File: src/rtl/vga_pkg.sv
// vga_pkg: shared constants and types for the VGA scanout slice.
//   - 640x480@60 timing (visible / porch / sync / total for H and V)
//   - framebuffer geometry (160x120, 3-bit RGB words, 15-bit address)
//   - colour bit positions inside a framebuffer word (MSB = R)
//   - sync_flags_t: the sync/visible flags carried through the fetch pipeline
package vga_pkg;

  localparam int unsigned VGA_H_VISIBLE = 640;
  localparam int unsigned VGA_H_FRONT   = 16;
  localparam int unsigned VGA_H_SYNC    = 96;
  localparam int unsigned VGA_H_BACK    = 48;
  localparam int unsigned VGA_H_TOTAL   = 800;

  localparam int unsigned VGA_V_VISIBLE = 480;
  localparam int unsigned VGA_V_FRONT   = 10;
  localparam int unsigned VGA_V_SYNC    = 2;
  localparam int unsigned VGA_V_BACK    = 33;
  localparam int unsigned VGA_V_TOTAL   = 525;

  localparam int unsigned CNT_W         = 10;
  localparam int unsigned SCALE_SHIFT   = 2;
  localparam int unsigned FB_WIDTH      = 160;
  localparam int unsigned FB_HEIGHT     = 120;
  localparam int unsigned FB_ADDR_W     = 15;
  localparam int unsigned COLOUR_BITS   = 3;

  localparam int unsigned COL_R = 2;
  localparam int unsigned COL_G = 1;
  localparam int unsigned COL_B = 0;

  typedef struct packed {
    logic hs;       // active-low horizontal sync
    logic vs;       // active-low vertical sync
    logic visible;  // inside the 640x480 active area
  } sync_flags_t;

  localparam sync_flags_t SYNC_IDLE = '{hs: 1'b1, vs: 1'b1, visible: 1'b0};

  // Start address of a framebuffer row: y*160 as a shift-add (160 = 128 + 32).
  function automatic logic [FB_ADDR_W-1:0] row_base(input logic [FB_ADDR_W-1:0] y);
    return (y << 7) + (y << 5);
  endfunction

endpackage

File: src/rtl/vga_timing_gen.sv
// vga_timing_gen: pixel-enable and raster counters for VGA timing.
// Ports:
//   clk, reset      system clock, synchronous active-high reset
//   pix_en          toggles every clock; 1 on the first cycle after reset
//   h_count/v_count raster position, advance on pix_en
//   hs, vs          raw active-low syncs decoded from the counters
//   visible         h/v inside the active area
//   frame_tick      one-clock pulse on the pix_en where v enters vertical blanking
module vga_timing_gen
  import vga_pkg::*;
#(
  parameter int unsigned H_VISIBLE = VGA_H_VISIBLE,
  parameter int unsigned H_FRONT   = VGA_H_FRONT,
  parameter int unsigned H_SYNC    = VGA_H_SYNC,
  parameter int unsigned H_BACK    = VGA_H_BACK,
  parameter int unsigned V_VISIBLE = VGA_V_VISIBLE,
  parameter int unsigned V_FRONT   = VGA_V_FRONT,
  parameter int unsigned V_SYNC    = VGA_V_SYNC,
  parameter int unsigned V_BACK    = VGA_V_BACK
) (
  input  logic             clk,
  input  logic             reset,
  output logic             pix_en,
  output logic [CNT_W-1:0] h_count,
  output logic [CNT_W-1:0] v_count,
  output logic             hs,
  output logic             vs,
  output logic             visible,
  output logic             frame_tick
);

  localparam int unsigned H_TOTAL = H_VISIBLE + H_FRONT + H_SYNC + H_BACK;
  localparam int unsigned V_TOTAL = V_VISIBLE + V_FRONT + V_SYNC + V_BACK;

  localparam logic [CNT_W-1:0] H_LAST     = CNT_W'(H_TOTAL - 1);
  localparam logic [CNT_W-1:0] V_LAST     = CNT_W'(V_TOTAL - 1);
  localparam logic [CNT_W-1:0] H_VIS_END  = CNT_W'(H_VISIBLE);
  localparam logic [CNT_W-1:0] V_VIS_END  = CNT_W'(V_VISIBLE);
  localparam logic [CNT_W-1:0] V_VIS_LAST = CNT_W'(V_VISIBLE - 1);
  localparam logic [CNT_W-1:0] HS_FIRST   = CNT_W'(H_VISIBLE + H_FRONT);
  localparam logic [CNT_W-1:0] HS_LAST    = CNT_W'(H_VISIBLE + H_FRONT + H_SYNC - 1);
  localparam logic [CNT_W-1:0] VS_FIRST   = CNT_W'(V_VISIBLE + V_FRONT);
  localparam logic [CNT_W-1:0] VS_LAST    = CNT_W'(V_VISIBLE + V_FRONT + V_SYNC - 1);

  always_ff @(posedge clk) begin
    if (reset) begin
      pix_en     <= 1'b1;
      h_count    <= '0;
      v_count    <= '0;
      frame_tick <= 1'b0;
    end else begin
      pix_en     <= ~pix_en;
      frame_tick <= 1'b0;
      if (pix_en) begin
        if (h_count == H_LAST) begin
          h_count <= '0;
          if (v_count == V_LAST) begin
            v_count <= '0;
          end else begin
            v_count <= v_count + CNT_W'(1);
          end
          // Pulse coincides with v stepping from the last visible line into blanking.
          if (v_count == V_VIS_LAST) begin
            frame_tick <= 1'b1;
          end
        end else begin
          h_count <= h_count + CNT_W'(1);
        end
      end
    end
  end

  always_comb begin
    visible = (h_count < H_VIS_END) && (v_count < V_VIS_END);
    hs      = !((h_count >= HS_FIRST) && (h_count <= HS_LAST));
    vs      = !((v_count >= VS_FIRST) && (v_count <= VS_LAST));
  end

endmodule

File: src/rtl/vga_scanout.sv
// vga_scanout: framebuffer read side. Sweeps VGA timing, fetches each
// 160x120 framebuffer pixel (shown as a 4x4 block) and drives the DAC pins.
// Ports:
//   CLOCK_50, RESET        50 MHz clock, synchronous active-high reset
//   FB_ADDR, FB_RDEN, FB_Q framebuffer read port (synchronous RAM, 1-clock latency)
//   VGA_R/G/B              8-bit channel intensity (each FB bit replicated)
//   VGA_HS, VGA_VS         active-low syncs, aligned with the colour pins
//   VGA_BLANK_N            high only for visible pixels
//   VGA_SYNC_N             tied low
//   VGA_CLK                25 MHz pixel clock, rising edge mid-way through each pixel
//   FRAME_TICK             one-clock pulse at start of vertical blanking
//   H_COUNT, V_COUNT       raster counters for debug
module vga_scanout
  import vga_pkg::*;
#(
  parameter int unsigned H_VISIBLE   = VGA_H_VISIBLE,
  parameter int unsigned H_FRONT     = VGA_H_FRONT,
  parameter int unsigned H_SYNC      = VGA_H_SYNC,
  parameter int unsigned H_BACK      = VGA_H_BACK,
  parameter int unsigned V_VISIBLE   = VGA_V_VISIBLE,
  parameter int unsigned V_FRONT     = VGA_V_FRONT,
  parameter int unsigned V_SYNC      = VGA_V_SYNC,
  parameter int unsigned V_BACK      = VGA_V_BACK,
  parameter int unsigned SCALE_SHIFT = vga_pkg::SCALE_SHIFT,
  parameter int unsigned COLOUR_BITS = vga_pkg::COLOUR_BITS
) (
  input  logic                   CLOCK_50,
  input  logic                   RESET,
  output logic [FB_ADDR_W-1:0]   FB_ADDR,
  output logic                   FB_RDEN,
  input  logic [COLOUR_BITS-1:0] FB_Q,
  output logic [7:0]             VGA_R,
  output logic [7:0]             VGA_G,
  output logic [7:0]             VGA_B,
  output logic                   VGA_HS,
  output logic                   VGA_VS,
  output logic                   VGA_BLANK_N,
  output logic                   VGA_SYNC_N,
  output logic                   VGA_CLK,
  output logic                   FRAME_TICK,
  output logic [CNT_W-1:0]       H_COUNT,
  output logic [CNT_W-1:0]       V_COUNT
);

  logic             pix_en;
  logic [CNT_W-1:0] h_count;
  logic [CNT_W-1:0] v_count;
  logic             hs;
  logic             vs;
  logic             visible;
  logic             frame_tick;

  vga_timing_gen #(
    .H_VISIBLE (H_VISIBLE),
    .H_FRONT   (H_FRONT),
    .H_SYNC    (H_SYNC),
    .H_BACK    (H_BACK),
    .V_VISIBLE (V_VISIBLE),
    .V_FRONT   (V_FRONT),
    .V_SYNC    (V_SYNC),
    .V_BACK    (V_BACK)
  ) u_timing (
    .clk        (CLOCK_50),
    .reset      (RESET),
    .pix_en     (pix_en),
    .h_count    (h_count),
    .v_count    (v_count),
    .hs         (hs),
    .vs         (vs),
    .visible    (visible),
    .frame_tick (frame_tick)
  );

  logic [FB_ADDR_W-1:0] fb_col;
  logic [FB_ADDR_W-1:0] fb_row;
  logic [FB_ADDR_W-1:0] fb_addr_next;

  always_comb begin
    fb_col       = FB_ADDR_W'(h_count >> SCALE_SHIFT);
    fb_row       = FB_ADDR_W'(v_count >> SCALE_SHIFT);
    fb_addr_next = row_base(fb_row) + fb_col;
  end

  // Flags ride alongside the RAM access so the sync/blank pins land on the
  // same edge as the colour data they belong to.
  sync_flags_t flags_a;

  always_ff @(posedge CLOCK_50) begin
    if (RESET) begin
      FB_ADDR     <= '0;
      FB_RDEN     <= 1'b0;
      flags_a     <= SYNC_IDLE;
      VGA_R       <= '0;
      VGA_G       <= '0;
      VGA_B       <= '0;
      VGA_HS      <= 1'b1;
      VGA_VS      <= 1'b1;
      VGA_BLANK_N <= 1'b0;
      VGA_CLK     <= 1'b0;
    end else begin
      VGA_CLK <= ~pix_en;
      if (pix_en) begin
        // Stage A: issue the read for the current raster position.
        FB_ADDR <= visible ? fb_addr_next : '0;
        FB_RDEN <= visible;
        flags_a <= '{hs: hs, vs: vs, visible: visible};
        // Stage B: FB_Q now answers the address issued one pixel earlier.
        VGA_R       <= {8{FB_Q[COL_R] & flags_a.visible}};
        VGA_G       <= {8{FB_Q[COL_G] & flags_a.visible}};
        VGA_B       <= {8{FB_Q[COL_B] & flags_a.visible}};
        VGA_HS      <= flags_a.hs;
        VGA_VS      <= flags_a.vs;
        VGA_BLANK_N <= flags_a.visible;
      end
    end
  end

  assign VGA_SYNC_N = 1'b0;
  assign FRAME_TICK = frame_tick;
  assign H_COUNT    = h_count;
  assign V_COUNT    = v_count;

endmodule

File: config.mk
export PLATFORM = sky130hd
export DESIGN_NAME = vga_scanout
export DESIGN_NICKNAME = d
export VERILOG_FILES = /design/src/rtl/vga_pkg.sv /design/src/rtl/vga_timing_gen.sv /design/src/rtl/vga_scanout.sv
export SDC_FILE = /design/constraint.sdc
export NUM_CORES = 1
export LEC_CHECK = 0
export ABC_AREA = 1
export CAP_MARGIN = 20
export CORE_MARGIN = 2
export CORE_UTILIZATION = 35
export CTS_CLUSTER_SIZE = 30
export DETAILED_ROUTE_END_ITERATION = 12
export PLACE_DENSITY = 0.64
export SLEW_MARGIN = 20
export SYNTH_ARGS = -nofsm -noshare
export SYNTH_HDL_FRONTEND = slang
export SYNTH_HIERARCHICAL = 1
export SYNTH_SLANG_ARGS = --single-unit
File: constraint.sdc
create_clock -name CLOCK_50 -period 3.84 [get_ports CLOCK_50]
set_input_delay 0.96 -clock CLOCK_50 [delete_from_list [all_inputs] [get_ports CLOCK_50]]
set_output_delay 0.96 -clock CLOCK_50 [all_outputs]
set_load 0.03 [all_outputs]
## Word-level counts from Yosys, hierarchy flattened

Index checks and enable logic that the tools add are counted.

| cells by class | value |
|---|---|
| $add $sub $neg | 4 |
| magnitude comparators | 6 |
| equal/unequal tests | 3 |
| multiplexer cells | 4 |
| bitwise gates (word level) | 5 |
| reduce and logical (&&, ||, !) cells | 7 |

Operators by type and width:

| kind | count |
|---|---|
| adder 10 x 1 -> 10 bit, second input constant | 2 |
| equality test 10 bit, second input constant | 2 |
| two-way mux 10 bit | 2 |
| adder 15 x 13 -> 15 bit | 1 |
| adder 15 x 8 -> 15 bit | 1 |
| two-way mux 15 bit | 1 |
| equality test 10 x 9 -> 1 bit, second input constant | 1 |
| greater-or-equal comparator 10 bit, second input constant | 1 |
| greater-or-equal comparator 10 x 9 -> 1 bit, second input constant | 1 |
| less-or-equal comparator 10 bit, second input constant | 1 |
| less-or-equal comparator 10 x 9 -> 1 bit, second input constant | 1 |
| < comparator 10 bit, second input constant | 1 |
| < comparator 10 x 9 -> 1 bit, second input constant | 1 |
| bitwise AND 1 bit | 3 |
| logical AND 1 bit | 3 |
| OR reduction 3 bit | 1 |
| zero test 1 bit | 2 |
| inverter 1 bit | 2 |
| AND reduction 2 bit | 1 |
| two-way mux 1 bit | 1 |

| storage, ports and cells | value |
|---|---|
| register bits | 47 |
| input bits | 5 |
| output and inout bits | 66 |
| logic and storage cells | 44 |

## Longest topological paths before layout

| depth | value |
|---|---|
| word-level depth | 3 |
| gate-level depth with buffers | 12 |
| gate-level depth less buffers | 12 |

## Cells and area by module

The synthesis kept the hierarchy.

Modules (own cells, without submodules):

| module | times used | cells an instance | area an instance (um2) | seq. area each (um2) |
|---|---|---|---|---|
| vga_scanout | 1 | 184 | 1476.4 | 500.5 |
| vga_timing_gen | 1 | 182 | 1218.7 | 440.4 |

## Least setup slack after synthesis

No wires, ideal clock.

| path | value |
|---|---|
| path type | register to register |
| start point | register u_timing.v_count[2] |
| end point | register FB_ADDR[14] |
| library setup time | 0.113 ns |
| data arrival time | 2.161 ns |
| data required time | 3.727 ns |
| setup slack | 1.565 ns |
| cell stages (with the launch flop) | 12 |
| buffers on the path | 0 |
| path through | dfxtp_1 inv_1 fa_1 fa_1 inv_1 nand2_1 nand2_1 nand3_1 nand2_1 nand2_1 nand3_1 nand2_1 |

| between the ends | value |
|---|---|
| word-level cells in the longest chain between the ends | 3 |
| elaborated cells on any way between the ends | 5 |
| classes of those cells | add/sub: 2; order compare: 1; mux: 1; reduce/logical: 1 |

Ends and longest elaborated chain:

| element | RTL line | source |
|---|---|---|
| start, declared | vga_timing_gen.sv:25 | `output logic [CNT_W-1:0] v_count,` |
| start signal, assigned | vga_timing_gen.sv:60 | `v_count <= v_count + CNT_W'(1);` |
| adder 15 x 13 -> 15 bit or < comparator 10 x 9 -> 1 bit (tied branches) | vga_pkg.sv:41, vga_timing_gen.sv:74 |  |
| adder 15 x 8 -> 15 bit or logical AND 1 bit (tied branches) | vga_scanout.sv:81, vga_timing_gen.sv:74 |  |
| two-way mux 15 bit * | vga_scanout.sv:104 | `FB_ADDR <= visible ? fb_addr_next : '0;` |
| end signal, assigned | vga_scanout.sv:104 |  |
| end, declared | vga_scanout.sv:29 | `output logic [FB_ADDR_W-1:0] FB_ADDR,` |

Mark *: on every way between the ends. The rest lies on a longest branch, timed or not.
A chain may end at the register's enable or synchronous reset.

## Worst setup path in the final report

| path | value |
|---|---|
| start point | register u_timing.v_count[9] |
| end point | output port V_COUNT[9] |

RTL lines:

| element | RTL line | source |
|---|---|---|
| end, declared | vga_scanout.sv:42 | `output logic [CNT_W-1:0] V_COUNT` |

No word-level cell between the ends.

==> flow_summary.toml <==
[global_route]
track_usage = 0.1479
antenna_found_initial = 0
grt_max_degree = 23
grt_pass1_wl_um = 10240
grt_pass1_vias = 2217
use_met2 = 0.2249
met1_usage = 0.2033
gr-total-overflow = 0
use_met3 = 0.04191
top_usage_layer = "met2"

[timing]
finalSetupViolCount = 0
worst_pin_slew_ns = 0.5171
layout_worst_path_cycle_share = 0.6617
hold_slack_ns = 0.4560
fin_skew_ns = 0.005092
drv_slew = 0
tns_ns = 0
rsz0062_at_grt = "no"
max_freq_mhz = 393.6
timing_hold_violations_final = 0
post-route-worst-setup-slack_ns = 1.299
period_needed_ns = 2.541
slew_headroom = 0.6542

[min_path]
min_path_type = "reg2reg"
holdPathEnd = "FB_ADDR[13]"
holdCritStartpoint = "FB_ADDR[13]"
hold_depth = 2

[clock_tree]
post_cts_buffers = 0
cts_tree = "done"
cts_resized = 0
cts_buffer_depth = 2
hold_buffers = 0
cts_made_buffers = 5
h-tree-depth = 2
cts-root-buf = "clkbuf_8"
cts_sinks = 47
clock_latency_ns = 0.31
clk_pin_slew_ns = 0.09

[power_and_ir_drop]
pwr_density_cell_nw_per_um2 = 292.1
ir_drop_uv = 244.0
p_leak_uw = 0.001535

[setup_path]
cp.buffers_inverters = 1
end_kind = "output pin"
rr_endpoint = "FB_ADDR[14]"
cp_data_arrival_time_ns = 1.58
worstPathCellList = "clkdlybuf4s50_1"
crit_fanout = 9
r2r_cells = 11
startpoint_type = "flip-flop"
r2r_setup_slack_ns = 1.53
critical_path.top_delay_family = "buffers and inverters"
critical-path-max-stage-delay_ns = 0.74
setup.worst_path.class = "reg2out"
r2r_start = "u_timing/v_count[2]"
crit_path_top_delay_cell = "clkdlybuf4s50_1"
required_ns = 2.88

[synth]
synth_edf_count = 0
syn_area_sq_um = 2695
syn_nets = 392
ys_types = 28
synthCells = 366
ys_seq_area_frac = 0.3491
syn_avg_cell_area_sq_um = 7.364
ys_ff_latch = 47
synth_ff_type = "dfxtp_1"
yosysWarnings = 6
async_flop_share = 0

[floorplan]
die_w_um = 91.75
start_util = 0.3657
die_area_sq_um = 8418
die_h_um = 91.75
std_cell_rows = 31
coreArea_sq_um = 7370
ios = 71

[run]
drv_cap = 0

[routing]
vias_per_cell = 4.667
vias = 2408
route.detailed.drc = 0
drt-wirelength-per-cell_um = 11.70
firstDrtPassIters = 4
postRouteWirelength_um = 6036
drt-initial-drc-count = 82
ant_nets = 0

[finish]
fillers = 743
drive_gt1_frac = 0.04796
final_util = 0.4635
syn2layout_area_growth_pct = 26.74
seqCellArea_sq_um = 940.9
multi_input_area_sq_um = 1326
num_antenna_cells = 0
post-route-cell-area_sq_um = 3416
finalNetCount = 442

[placed_design]
dp_hpwl_um = 4517
placed_cell_area_sq_um = 3299
io_buffers = 69
pre_cts_ws_ns = 1.315
gp_congestion = 0.8374

[status]
status = "completed"
[stage by stage]
step,cells,total power (uW)
6_report,516,997.8
5_1_grt,516,1043
4_1_cts,516,1008
3_5_place_dp,508,631.4
3_3_place_gp,508,629.8
2_1_floorplan,366,600.7
[per-layer routing]
metal,part of all wire,up-vias
li1,-,1260
met1,0.49,1068
met2,0.44,78
met3,0.063,2
met4,0.0038,0
met5,0,-
[cells in the mapped netlist, types with 2 or more instances]
cell      number  area (sq um)
nand2_1       81         304.0
inv_1         54         202.7
dfxtp_1       47         940.9
nor2_1        37         138.9
nand3_1       25         125.1
buf_4         23         172.7
ha_1          19         237.7
a21oi_1       17         85.08
o21ai_0       10         50.05
a22o_1         8         70.07
nand4_1        8         50.05
nor3_1         6         30.03
a32o_1         4         40.04
buf_6          4         45.04
nand3b_1       3         22.52
nor4_1         3         18.77
fa_1           2         40.04
nand2_4        2         22.52
nand3_2        2         20.02
nor2_4         2         22.52
or2_2          2         12.51
[registers in the layout, summed over array words and instances, names as in the netlist]
signal,cells
FB_ADDR,15
u_timing/h_count,10
u_timing/v_count,10
flags_a,2
FB_RDEN,1
VGA_BLANK_N,1
VGA_B,1
VGA_CLK,1
VGA_G,1
VGA_HS,1
VGA_R,1
VGA_VS,1
u_timing/frame_tick,1
u_timing/pix_en,1
[power by group]
part           internal (uW)  leakage, uW  total [uW]  switching, uW
sequential               497     0.000381         509           12.0
combinational           42.3      0.00110         110           67.8
clock                    198    0.0000587         379            181
total                    737      0.00154         998            261
[cell type report]
type	count	area share
Multi-Input combinational cell	236	0.3883
Sequential cell	47	0.2755
Clock inverter	3	0.01392
Timing Repair Buffer	70	0.2044
Clock buffer	5	0.02015
Inverter	56	0.06154
Tap cell	99	0.03626
[worst max path at each step]
stage / startpoint / end / slack, ns / depth (start not counted)
2_1_floorplan: u_timing/v_count[2] / FB_ADDR[14] / 1.57 / 11
6_report: u_timing/v_count[9] / V_COUNT[9] / 1.30 / 1
4_1_cts: u_timing/v_count[9] / V_COUNT[9] / 1.28 / 1
3_5_place_dp: RESET / u_timing/v_count[6] / 1.32 / 6
3_3_place_gp: RESET / u_timing/v_count[2] / 1.34 / 6
5_1_grt: u_timing/h_count[8] / H_COUNT[8] / 1.22 / 1
[cells in the final DEF (no fill, tap or decap), drive strengths merged]
master,n
clkbuf,5
clkdlybuf4s50,69
nand2,83
nand3,27
a22o,8
inv,56
fa,2
dfxtp,47
xor2,1
nand4,8
buf,1
clkinv,2
conb,1
nand3b,3
a21oi,18
nor4,3
nor3,6
bufinv,1
or2,2
a32o,4
nor2,40
o21ai,10
ha,19
xnor2,1
[kinds of logic (layout without fill, tap and decap cells)]
logic type | count (synthesis) | in the layout | share of synthesized area
AND/OR/NAND/NOR | 172 | 172 | 0.2869
flip-flops | 47 | 47 | 0.3491
AO/OA/AOI/OAI | 40 | 40 | 0.09425
other | 1 | 1 | 0.001391
XOR/XNOR | 2 | 2 | 0.006501
adder cells (fa/ha/maj) | 21 | 21 | 0.1031
buffers and inverters | 83 | 134 | 0.1588
Note: power is estimated with default switching activity, not from simulation.
